File: src/rtl/led_uart_pkg.sv
// -----------------------------------------------------------------------------
// led_uart_pkg
// Shared definitions for the LED-to-UART reporter:
//   - tx_state_e   : serializer state encoding (IDLE/START/DATA/PARITY/STOP)
//   - ASCII_*      : character constants used to build a report line
//   - nibble_to_hex: 4-bit value -> uppercase ASCII hex digit
//   - msg_char     : character idx (0..3) of the report line for a byte
// -----------------------------------------------------------------------------
package led_uart_pkg;

   typedef enum logic [2:0] {
      ST_IDLE   = 3'd0,
      ST_START  = 3'd1,
      ST_DATA   = 3'd2,
      ST_PARITY = 3'd3,
      ST_STOP   = 3'd4
   } tx_state_e;

   localparam logic [7:0] ASCII_CR    = 8'h0D;
   localparam logic [7:0] ASCII_LF    = 8'h0A;
   localparam logic [7:0] ASCII_0     = 8'h30;
   localparam logic [7:0] ASCII_A_OFS = 8'h37;

   function automatic logic [7:0] nibble_to_hex(input logic [3:0] n);
      return (n < 4'd10) ? (ASCII_0 + {4'h0, n}) : (ASCII_A_OFS + {4'h0, n});
   endfunction

   // Line layout: hi digit, lo digit, CR, LF.
   function automatic logic [7:0] msg_char(input logic [7:0] v, input logic [1:0] idx);
      logic [7:0] c;
      case (idx)
         2'd0:    c = nibble_to_hex(v[7:4]);
         2'd1:    c = nibble_to_hex(v[3:0]);
         2'd2:    c = ASCII_CR;
         default: c = ASCII_LF;
      endcase
      return c;
   endfunction

endpackage

File: src/rtl/uart_tx_byte.sv
// -----------------------------------------------------------------------------
// uart_tx_byte
// Byte serializer: start bit, 8 data bits LSB first, optional even parity,
// stop bit. Every bit lasts CLKS_PER_BIT cycles.
// Optional feature macro: LED_UART_PARITY_EN (adds an even-parity bit).
// Ports:
//   in_clock  : system clock (rising edge)
//   in_reset  : synchronous reset, active low
//   in_valid  : byte offered on in_data
//   in_data   : byte to send
//   out_ready : byte is accepted this cycle if in_valid (IDLE, or last cycle
//               of STOP so frames chain with no gap)
//   out_tx    : registered serial line, idle high
// -----------------------------------------------------------------------------
module uart_tx_byte
   import led_uart_pkg::*;
#(
   parameter int CLKS_PER_BIT = 104,
   parameter int BAUD_CNT_W   = 16
) (
   input  logic       in_clock,
   input  logic       in_reset,
   input  logic       in_valid,
   input  logic [7:0] in_data,
   output logic       out_ready,
   output logic       out_tx
);

   localparam logic [BAUD_CNT_W-1:0] BAUD_LAST = BAUD_CNT_W'(CLKS_PER_BIT - 1);
   localparam logic [BAUD_CNT_W-1:0] BAUD_ONE  = BAUD_CNT_W'(1);

   tx_state_e             state_q, state_d;
   logic [BAUD_CNT_W-1:0] baud_q, baud_d;
   logic [2:0]            bit_q, bit_d;
   logic [7:0]            shreg_q, shreg_d;
   logic                  tx_q, tx_d;
   logic                  last_cyc;
   logic                  accept;
`ifdef LED_UART_PARITY_EN
   logic                  par_q, par_d;
`endif

   assign last_cyc = (baud_q == BAUD_LAST);
   assign out_tx   = tx_q;

   always_ff @(posedge in_clock) begin
      if (!in_reset) begin
         state_q <= ST_IDLE;
         baud_q  <= '0;
         bit_q   <= '0;
         shreg_q <= '0;
         tx_q    <= 1'b1;
`ifdef LED_UART_PARITY_EN
         par_q   <= 1'b0;
`endif
      end else begin
         state_q <= state_d;
         baud_q  <= baud_d;
         bit_q   <= bit_d;
         shreg_q <= shreg_d;
         tx_q    <= tx_d;
`ifdef LED_UART_PARITY_EN
         par_q   <= par_d;
`endif
      end
   end

   always_comb begin
      state_d   = state_q;
      baud_d    = baud_q;
      bit_d     = bit_q;
      shreg_d   = shreg_q;
      tx_d      = tx_q;
`ifdef LED_UART_PARITY_EN
      par_d     = par_q;
`endif
      out_ready = 1'b0;
      accept    = 1'b0;

      case (state_q)
         ST_IDLE: begin
            out_ready = 1'b1;
            tx_d      = 1'b1;
            accept    = in_valid;
         end
         ST_START: begin
            if (last_cyc) begin
               baud_d  = '0;
               bit_d   = '0;
               state_d = ST_DATA;
               tx_d    = shreg_q[0];
            end else begin
               baud_d = baud_q + BAUD_ONE;
            end
         end
         ST_DATA: begin
            if (last_cyc) begin
               baud_d = '0;
               if (bit_q == 3'd7) begin
`ifdef LED_UART_PARITY_EN
                  state_d = ST_PARITY;
                  tx_d    = par_q;
`else
                  state_d = ST_STOP;
                  tx_d    = 1'b1;
`endif
               end else begin
                  bit_d = bit_q + 3'd1;
                  tx_d  = shreg_q[bit_q + 3'd1];
               end
            end else begin
               baud_d = baud_q + BAUD_ONE;
            end
         end
`ifdef LED_UART_PARITY_EN
         ST_PARITY: begin
            if (last_cyc) begin
               baud_d  = '0;
               state_d = ST_STOP;
               tx_d    = 1'b1;
            end else begin
               baud_d = baud_q + BAUD_ONE;
            end
         end
`endif
         ST_STOP: begin
            if (last_cyc) begin
               baud_d    = '0;
               out_ready = 1'b1;
               // Next byte takes over on this same edge; otherwise go idle.
               if (in_valid) begin
                  accept = 1'b1;
               end else begin
                  state_d = ST_IDLE;
                  tx_d    = 1'b1;
               end
            end else begin
               baud_d = baud_q + BAUD_ONE;
            end
         end
         default: begin
            state_d = ST_IDLE;
            baud_d  = '0;
            tx_d    = 1'b1;
         end
      endcase

      if (accept) begin
         state_d = ST_START;
         baud_d  = '0;
         tx_d    = 1'b0;
         shreg_d = in_data;
`ifdef LED_UART_PARITY_EN
         par_d   = ^in_data;
`endif
      end
   end

endmodule

File: src/rtl/led_uart_reporter.sv
// -----------------------------------------------------------------------------
// led_uart_reporter
// Watches the core's LED byte and, whenever it differs from the last reported
// value (or on the first opportunity after reset), sends it over UART as
// two uppercase hex digits followed by CR LF. Changes seen while a line is in
// flight are not queued: only the value present at the first idle cycle is
// compared against the last one sent.
// Optional feature macro: LED_UART_PARITY_EN (even parity on every character).
// Ports:
//   in_clock : system clock (rising edge)
//   in_reset : synchronous reset, active low
//   in_value : LED byte to report
//   out_tx   : registered UART TX line, idle high
//   out_busy : registered, high while a line is in flight
// -----------------------------------------------------------------------------
module led_uart_reporter
   import led_uart_pkg::*;
#(
   parameter int CLKS_PER_BIT = 104,
   parameter int BAUD_CNT_W   = 16
) (
   input  logic       in_clock,
   input  logic       in_reset,
   input  logic [7:0] in_value,
   output logic       out_tx,
   output logic       out_busy
);

   logic       busy_q;
   logic [1:0] char_q;        // character currently on the wire
   logic [7:0] snap_q;        // frozen copy of the value being reported
   logic [7:0] last_q;
   logic       force_q;

   logic       trigger, step, done;
   logic       tx_valid, tx_ready;
   logic [7:0] tx_data;

   assign out_busy = busy_q;

   always_comb begin
      trigger  = !busy_q && ((in_value != last_q) || force_q);
      // While busy the serializer is never idle, so ready marks the end of STOP.
      step     = busy_q && tx_ready && (char_q != 2'd3);
      done     = busy_q && tx_ready && (char_q == 2'd3);
      tx_valid = trigger || step;
      // Char 0 comes straight from in_value since snap loads on the same edge.
      tx_data  = trigger ? nibble_to_hex(in_value[7:4]) : msg_char(snap_q, char_q + 2'd1);
   end

   always_ff @(posedge in_clock) begin
      if (!in_reset) begin
         busy_q  <= 1'b0;
         char_q  <= '0;
         snap_q  <= '0;
         last_q  <= '0;
         force_q <= 1'b1;
      end else if (trigger) begin
         busy_q  <= 1'b1;
         char_q  <= '0;
         snap_q  <= in_value;
         last_q  <= in_value;
         force_q <= 1'b0;
      end else if (step) begin
         char_q <= char_q + 2'd1;
      end else if (done) begin
         busy_q <= 1'b0;
         char_q <= '0;
      end
   end

   uart_tx_byte #(
      .CLKS_PER_BIT (CLKS_PER_BIT),
      .BAUD_CNT_W   (BAUD_CNT_W)
   ) u_tx (
      .in_clock  (in_clock),
      .in_reset  (in_reset),
      .in_valid  (tx_valid),
      .in_data   (tx_data),
      .out_ready (tx_ready),
      .out_tx    (out_tx)
   );

endmodule

File: config.mk
export PLATFORM = sky130hd
export DESIGN_NAME = led_uart_reporter
export DESIGN_NICKNAME = d
export VERILOG_FILES = /design/src/rtl/led_uart_pkg.sv /design/src/rtl/uart_tx_byte.sv /design/src/rtl/led_uart_reporter.sv
export SDC_FILE = /design/constraint.sdc
export NUM_CORES = 1
export LEC_CHECK = 0
export BUFFER_PORTS_ARGS = -buffer_cell sky130_fd_sc_hd__buf_2
export CORE_MARGIN = 1.5
export CORE_UTILIZATION = 35
export DETAILED_ROUTE_END_ITERATION = 6
export SLEW_MARGIN = 0
export SYNTH_ARGS = -nofsm -noshare
export SYNTH_HDL_FRONTEND = slang
export SYNTH_HIERARCHICAL = 1
export SYNTH_SLANG_ARGS = --single-unit
File: constraint.sdc
create_clock -name in_clock -period 4.92 [get_ports in_clock]
set_clock_uncertainty 0.05 [all_clocks]
set_input_delay 0.984 -clock in_clock [delete_from_list [all_inputs] [get_ports in_clock]]
set_output_delay 0.984 -clock in_clock [all_outputs]
set_load 0.01 [all_outputs]
==> results of run 1 <==
## cell families after synthesis
family / synth area share, %
compound gates: 19.27
xor+xnor: 7.298
fa+ha+maj: 4.533
buf+inv: 6.800
flops: 31.19
mux: 7.253
other cells: 0.1359
simple gates: 23.53
## registers in the layout, indices dropped and copies added, names as in the netlist
signal,flops
char_q,2
u_tx/bit_q,3
u_tx/state_q,3
out_busy,1
u_tx/shreg_q,8
u_tx/baud_q,16
force_q,1
u_tx/out_tx,1
last_q,8
## cells in the mapped netlist, types with 4 or more instances
master / n / area share (%)
inv_1: 17 / 2.3
buf_2: 4 / 0.73
dfxtp_1: 43 / 31
nor3_1: 12 / 2.2
nor4_1: 8 / 1.8
ha_1: 10 / 4.5
o21ai_0: 24 / 4.4
a21oi_1: 23 / 4.2
o211ai_1: 4 / 1.1
mux2i_1: 11 / 4.0
xnor2_1: 13 / 4.1
xor2_1: 10 / 3.2
nand2_1: 27 / 3.7
clkbuf_1: 10 / 1.4
nand3_1: 14 / 2.5
nand4_1: 8 / 1.8
nor2b_1: 8 / 1.8
nor2_1: 19 / 2.6
## through the flow
step	total power, mW	utilization, %	std cells	hold slack [ps]	area, µm²
finish	0.7619	38.20	431	405.9	2937
global route	0.8006	38.20	431	467.4	2937
CTS	0.7703	38.20	431	400.7	2937
detailed placement	0.5011	36.87	424	386.8	2834
global placement	0.4989	36.87	424	380.8	2834
floorplan	0.4765	-	330	372.9	2760
## where the power goes
part           total [mW]  internal [mW]  leakage [nW]  switching, mW
combinational       0.111         0.0479         0.633         0.0634
sequential          0.383          0.362         0.351         0.0211
clock               0.268          0.149        0.0513          0.119
total               0.762          0.559          1.03          0.203
## final timing paths
check / from / endpoint / slack (ps) / cells past startpoint
worst min-delay path: force_q / force_q / 410 / 2
worst min register to register: force_q / force_q / 410 / 2
worst max register to register: u_tx/baud_q[8] / u_tx/state_q[1] / 1650 / 8
worst max-delay path: u_tx/baud_q[8] / u_tx/state_q[1] / 1650 / 8
## area by class of cell
| class | instances | area (µm²) | share of cell area [%] |
|---|---|---|---|
| Inverter | 17 | 63.81 | 2.173 |
| Clock buffer | 6 | 72.57 | 2.471 |
| Multi-Input combinational cell | 249 | 1712 | 58.29 |
| Timing Repair Buffer | 13 | 70.07 | 2.386 |
| Sequential cell | 43 | 860.8 | 29.31 |
| Tap cell | 102 | 127.6 | 4.346 |
| Clock inverter | 1 | 30.03 | 1.023 |
## layout by cell type, fill, tap and decap left out, types with 3 or more instances in the layout
cell	Yosys	final
nand4_1	8	8
nor2b_1	8	8
a21oi_1	23	23
a31oi_1	3	3
nor2_1	19	19
or4_1	3	3
inv_1	17	17
ha_1	10	10
nor3b_1	3	3
xnor2_1	13	13
o21ai_0	24	24
buf_2	4	11
o211ai_1	4	4
clkbuf_8	2	5
nor4_1	8	8
nand3_1	14	14
nor3_1	12	12
mux2_1	3	3
xor2_1	10	10
nand2_1	27	27
dfxtp_1	43	43
mux2i_1	11	11
## tightest hold or removal path, cell delays in order (launching register included)
cell and delay (ps):
dfxtp_1 320, nand2_1 50, nand2_1 50
## per-layer routing
layer	part of all wire [%]	wire (µm)
met1	53	3129
met2	43	2551
met3	3.1	186
met4	1.1	65
met5	0	0
==> run_results.csv, run 1 <==
group,metric,value,unit
synth,syn_area_per_cell,8.364,µm²
final_layout,nets,349,
critical_path,critical_path_arrival,3380,ps
routing,first_pass_iters,4,
synth,syn_nets,350,
critical_path,crit_required,5030,ps
clocking,cts_setup_buffers,0,
global_routing,grt_max_degree,19,
routing,drt_wl_total,5934,µm
timing,rsz0062_at_grt,"no",
hold_path,hp-class,"reg -> reg",
clocking,insertion_delay,290,ps
timing,slew_headroom,30.85,%
global_routing,track_usage,14.85,%
pwr,powerDensity,259.4,nW/µm²
synth,syn_area,2760,µm²
global_routing,grt_pass1_vias,2158,
routing,ant_nets,0,
clocking,cts_tree,"built",
placed_design,gp_congestion,0.8109,
timing,hold_violations,0,
global_routing,grt-busiest-layer,"met2",
placed_design,pre_cts_slack,1497,ps
floorplanning,core,7687,µm²
placed_design,dp_hpwl,4228,µm
synth,ys_ff_latch,43,
timing,setup_violations,0,
clocking,clockRootBuffer,"clkbuf_8",
clocking,clk_pin_slew,80,ps
clocking,hold_buffers,0,
synth,netlist-cell-type-count,61,
critical_path,crit_path_end_kind,"flop",
global_routing,use_met2,23.07,%
floorplanning,ios,12,
critical_path,crit_buf_inv,0,
critical_path,cp_cell_sequence,"or4_4 > o41a_2 > nor3_1 > nand2_1 > o21bai_1 > nand2_1 > o21ai_0 > a211oi_1",
timing,setup_ws,1650,ps
synth,yosysSeqAreaShare,31.19,%
critical_path,critPathMostFrequentCell,"nand2_1",
synth,synthCells,330,
global_routing,overflow,0,
clocking,clkSinkCount,43,
synth,ys.flop_type,"dfxtp_1",
synth,async_reset_ff_share,0,%
timing,maxSlewViolCount,0,
clocking,cts_buffer_depth,2,
critical_path,max_stage_delay,580,ps
timing,timing.fmax,305.8,MHz
run,drv_cap,0,
floorplanning,die_area,8428,µm²
critical_path,slowest_stage,"o41a_2",
floorplanning,rows,32,
clocking,cts-resized-gates,0,
global_routing,grt_first_pass_wirelength,10280,µm
timing,finalCriticalPeriod,3270,ps
floorplanning,die_w,91.81,µm
global_routing,use_met3,2.239,%
final_layout,n_fill_cell,821,
critical_path,crit_fanout,11,
timing,fin_crit_sh,66.46,%
final_layout,syn_to_final_growth,6.392,%
placed_design,io_buffers,11,
clocking,htree_levels,2,
critical_path,path_class,"reg -> reg",
routing,drc_errors,0,
routing,via_per_inst,5.367,
synth,synth_edf_count,0,
routing,vias,2313,
floorplanning,start_util,35.90,%
timing,finalSetupTns,0,ps
synth,ys.warnings.count,6,
pwr,ir_drop,0.0001178,V
clocking,cts_buffers,5,
routing,post_drt_wl_per_cell,13.77,µm
run_status,status,"completed",
final_layout,diodes,0,
pwr,p_leak,1.035,nW
global_routing,grtUsageMet1,21.41,%
floorplanning,die_h,91.81,µm
critical_path,start_kind,"flop",
global_routing,antenna_found_initial,0,
timing,worst_pin_slew,1033,ps
final_layout,drive_gt1_share,10.64,%
critical_path,path_delay_family,"compound AO/OA/AOI/OAI gates",
routing,drtIter0Drc,180,
Note: power is estimated with default switching activity, not from simulation.
==> run 2: changes to the inputs <==
==> constraint.sdc (replaced) <==
create_clock -name in_clock -period 2.87 [get_ports in_clock]
set_clock_uncertainty 0.05 [all_clocks]
set_input_delay 0.574 -clock in_clock [delete_from_list [all_inputs] [get_ports in_clock]]
set_output_delay 0.574 -clock in_clock [all_outputs]
set_load 0.01 [all_outputs]
==> run_results.csv, run 2 (same netlist as run 1, synthesis figures left out) <==
group,metric,value,unit
floorplanning,die_w,91.81,µm
pwr,powerDensity,414.0,nW/µm²
final_layout,final_common_cell,"dfxtp_1",
final_layout,diodes,0,
pwr,clock_power_share,31.3,%
global_routing,track_usage,15.42,%
routing,ant_nets,0,
timing,setup_ws,143.9,ps
routing,drtIter0Drc,199,
final_layout,final_cell_mix,"dfxtp_1 (43), nand2_1 (27), o21ai_0 (23), a21oi_1 (23), nor2_1 (19)",
timing,fin_crit_sh,94.99,%
clocking,hold_buffers,0,
timing,timing.fmax,366.8,MHz
timing,rsz0062_at_grt,"no",
critical_path,path_class,"reg -> reg",
timing,finalCriticalPeriod,2726,ps
placed_design,dp_hpwl,4367,µm
pwr,p_leak,1.083,nW
placed_design,gp_congestion,0.8277,
hold_path,hp-class,"reg -> reg",
clocking,cts_buffer_depth,2,
floorplanning,ios,12,
run_status,status,"completed",
global_routing,grt_first_pass_wirelength,10740,µm
critical_path,critPathLaunch,"u_tx/baud_q[9]",
critical_path,crit_required,2990,ps
clocking,clockRootBuffer,"clkbuf_8",
timing,maxSlewViolCount,0,
routing,post_drt_wl_per_cell,13.74,µm
critical_path,path_delay_family,"simple AND/OR/NAND/NOR gates",
critical_path,crit_buf_inv,1,
clocking,clkSinkCount,43,
clocking,insertion_delay,300,ps
critical_path,cp_cell_sequence,"or4_4 > o41a_2 > nor3_1 > nand2_1 > o21bai_2 > nand2_1 > buf_4 > o21ai_0 > a21oi_1",
timing,hold_violations,0,
pwr,ir_drop,0.0002187,V
final_layout,largest-register,"u_tx/baud_q",
routing,drt_wl_total,6089,µm
final_layout,drive_gt1_share,14.66,%
placed_design,pre_cts_slack,51.25,ps
final_layout,syn_to_final_growth,9.066,%
hold_path,min_from,"force_q",
global_routing,antenna_found_initial,0,
pwr,power.net_switching,0.3658,mW
pwr,sequentialPowerShare,52.2,%
routing,first_pass_iters,4,
global_routing,grt_pass1_vias,2268,
critical_path,max_stage_delay,540,ps
routing,drc_errors,0,
clocking,htree_levels,2,
clocking,cts_buffers,5,
floorplanning,rows,32,
pwr,power_frac_comb,16.5,%
final_layout,nets,360,
pwr,swShare,29.36,%
placed_design,dpl_cell_area,2917,µm²
critical_path,rrSetupSlack,140,ps
routing,via_per_inst,5.327,
clocking,cts_tree,"built",
critical_path,crit_path_end_kind,"flop",
floorplanning,core,7687,µm²
floorplanning,start_util,35.90,%
floorplanning,die_area,8428,µm²
routing,vias,2360,
timing,slew_headroom,48.01,%
critical_path,crit_fanout,8,
critical_path,slowest_stage,"or4_4",
clocking,cts_setup_buffers,0,
final_layout,postLayoutCellArea,3010,µm²
critical_path,critical_path_arrival,2840,ps
clocking,cts-resized-gates,0,
final_layout,largestRegisters,"u_tx/baud_q (16), last_q (8), u_tx/shreg_q (8)",
global_routing,overflow,0,
final_layout,largest_reg_flops,16,
critical_path,critPathMostFrequentCell,"nand2_1",
critical_path,r2r_start,"u_tx/baud_q[9]",
critical_path,start_kind,"flop",
placed_design,io_buffers,11,
timing,worst_pin_slew,770.1,ps
clocking,clk_pin_slew,90,ps
floorplanning,die_h,91.81,µm
pwr,p_int,0.8804,mW
run,drv_cap,0,
global_routing,grt_max_degree,19,
timing,finalSetupTns,0,ps
timing,setup_violations,0,
run 2: cell count changes in the layout (fill, tap and decap cells not counted), sizes merged:
cell / before / now
bufinv: 1 / 0
clkinv: 0 / 1
buf: 13 / 24
clkinvlp: 0 / 1
run 2: path summary, 6_finish.rpt:
path	endpoint	cells past startpoint
max	u_tx/shreg_q[3]	9
min	force_q	2
max reg2reg	u_tx/shreg_q[3]	9
min reg2reg	force_q	2
run 2: power groups by stage:
stage               combinational (mW)  clock (mW)  sequential (mW)
finish                           0.206       0.390            0.650
global route                     0.228       0.432            0.656
CTS                              0.204       0.406            0.650
detailed placement               0.202           0            0.664
global placement                 0.200           0            0.663
floorplan                        0.170           0            0.647
run 2: final cells by class:
type | instances | area [µm²]
Clock buffer | 6 | 72.57
Clock inverter | 2 | 12.51
Fill cell | 815 | 4677
Inverter | 17 | 63.81
Multi-Input combinational cell | 249 | 1720
Sequential cell | 43 | 860.8
Tap cell | 102 | 127.6
Timing Repair Buffer | 24 | 152.6
run 2: through the flow:
step | total power [mW] | std cells | utilization [%] | hold slack (ps)
2_1_floorplan | 0.8170 | 330 | - | 372.9
3_3_place_gp | 0.8632 | 435 | 37.94 | 384.2
3_5_place_dp | 0.8661 | 435 | 37.94 | 387.4
4_1_cts | 1.260 | 443 | 39.05 | 401.0
5_1_grt | 1.317 | 443 | 39.16 | 432.8
6_report | 1.246 | 443 | 39.16 | 396.0
run 2: metal layers:
layer | vias to the layer above | GRT usage [%] | routed length [µm]
li1 | 1209 | - | -
met1 | 1114 | 21.54 | 3083
met2 | 28 | 23.94 | 2746
met3 | 9 | 2.405 | 175
met4 | 0 | 5.641 | 83
met5 | - | 0 | 0
run 2: worst reg2reg max path, delay by kind of cell, from the launching register on:
kind                   cells  cell delay (ps)
AO/OA/AOI/OAI              4              990
buffers and inverters      1              180
flip-flops                 1              350
AND/OR/NAND/NOR            4             1040
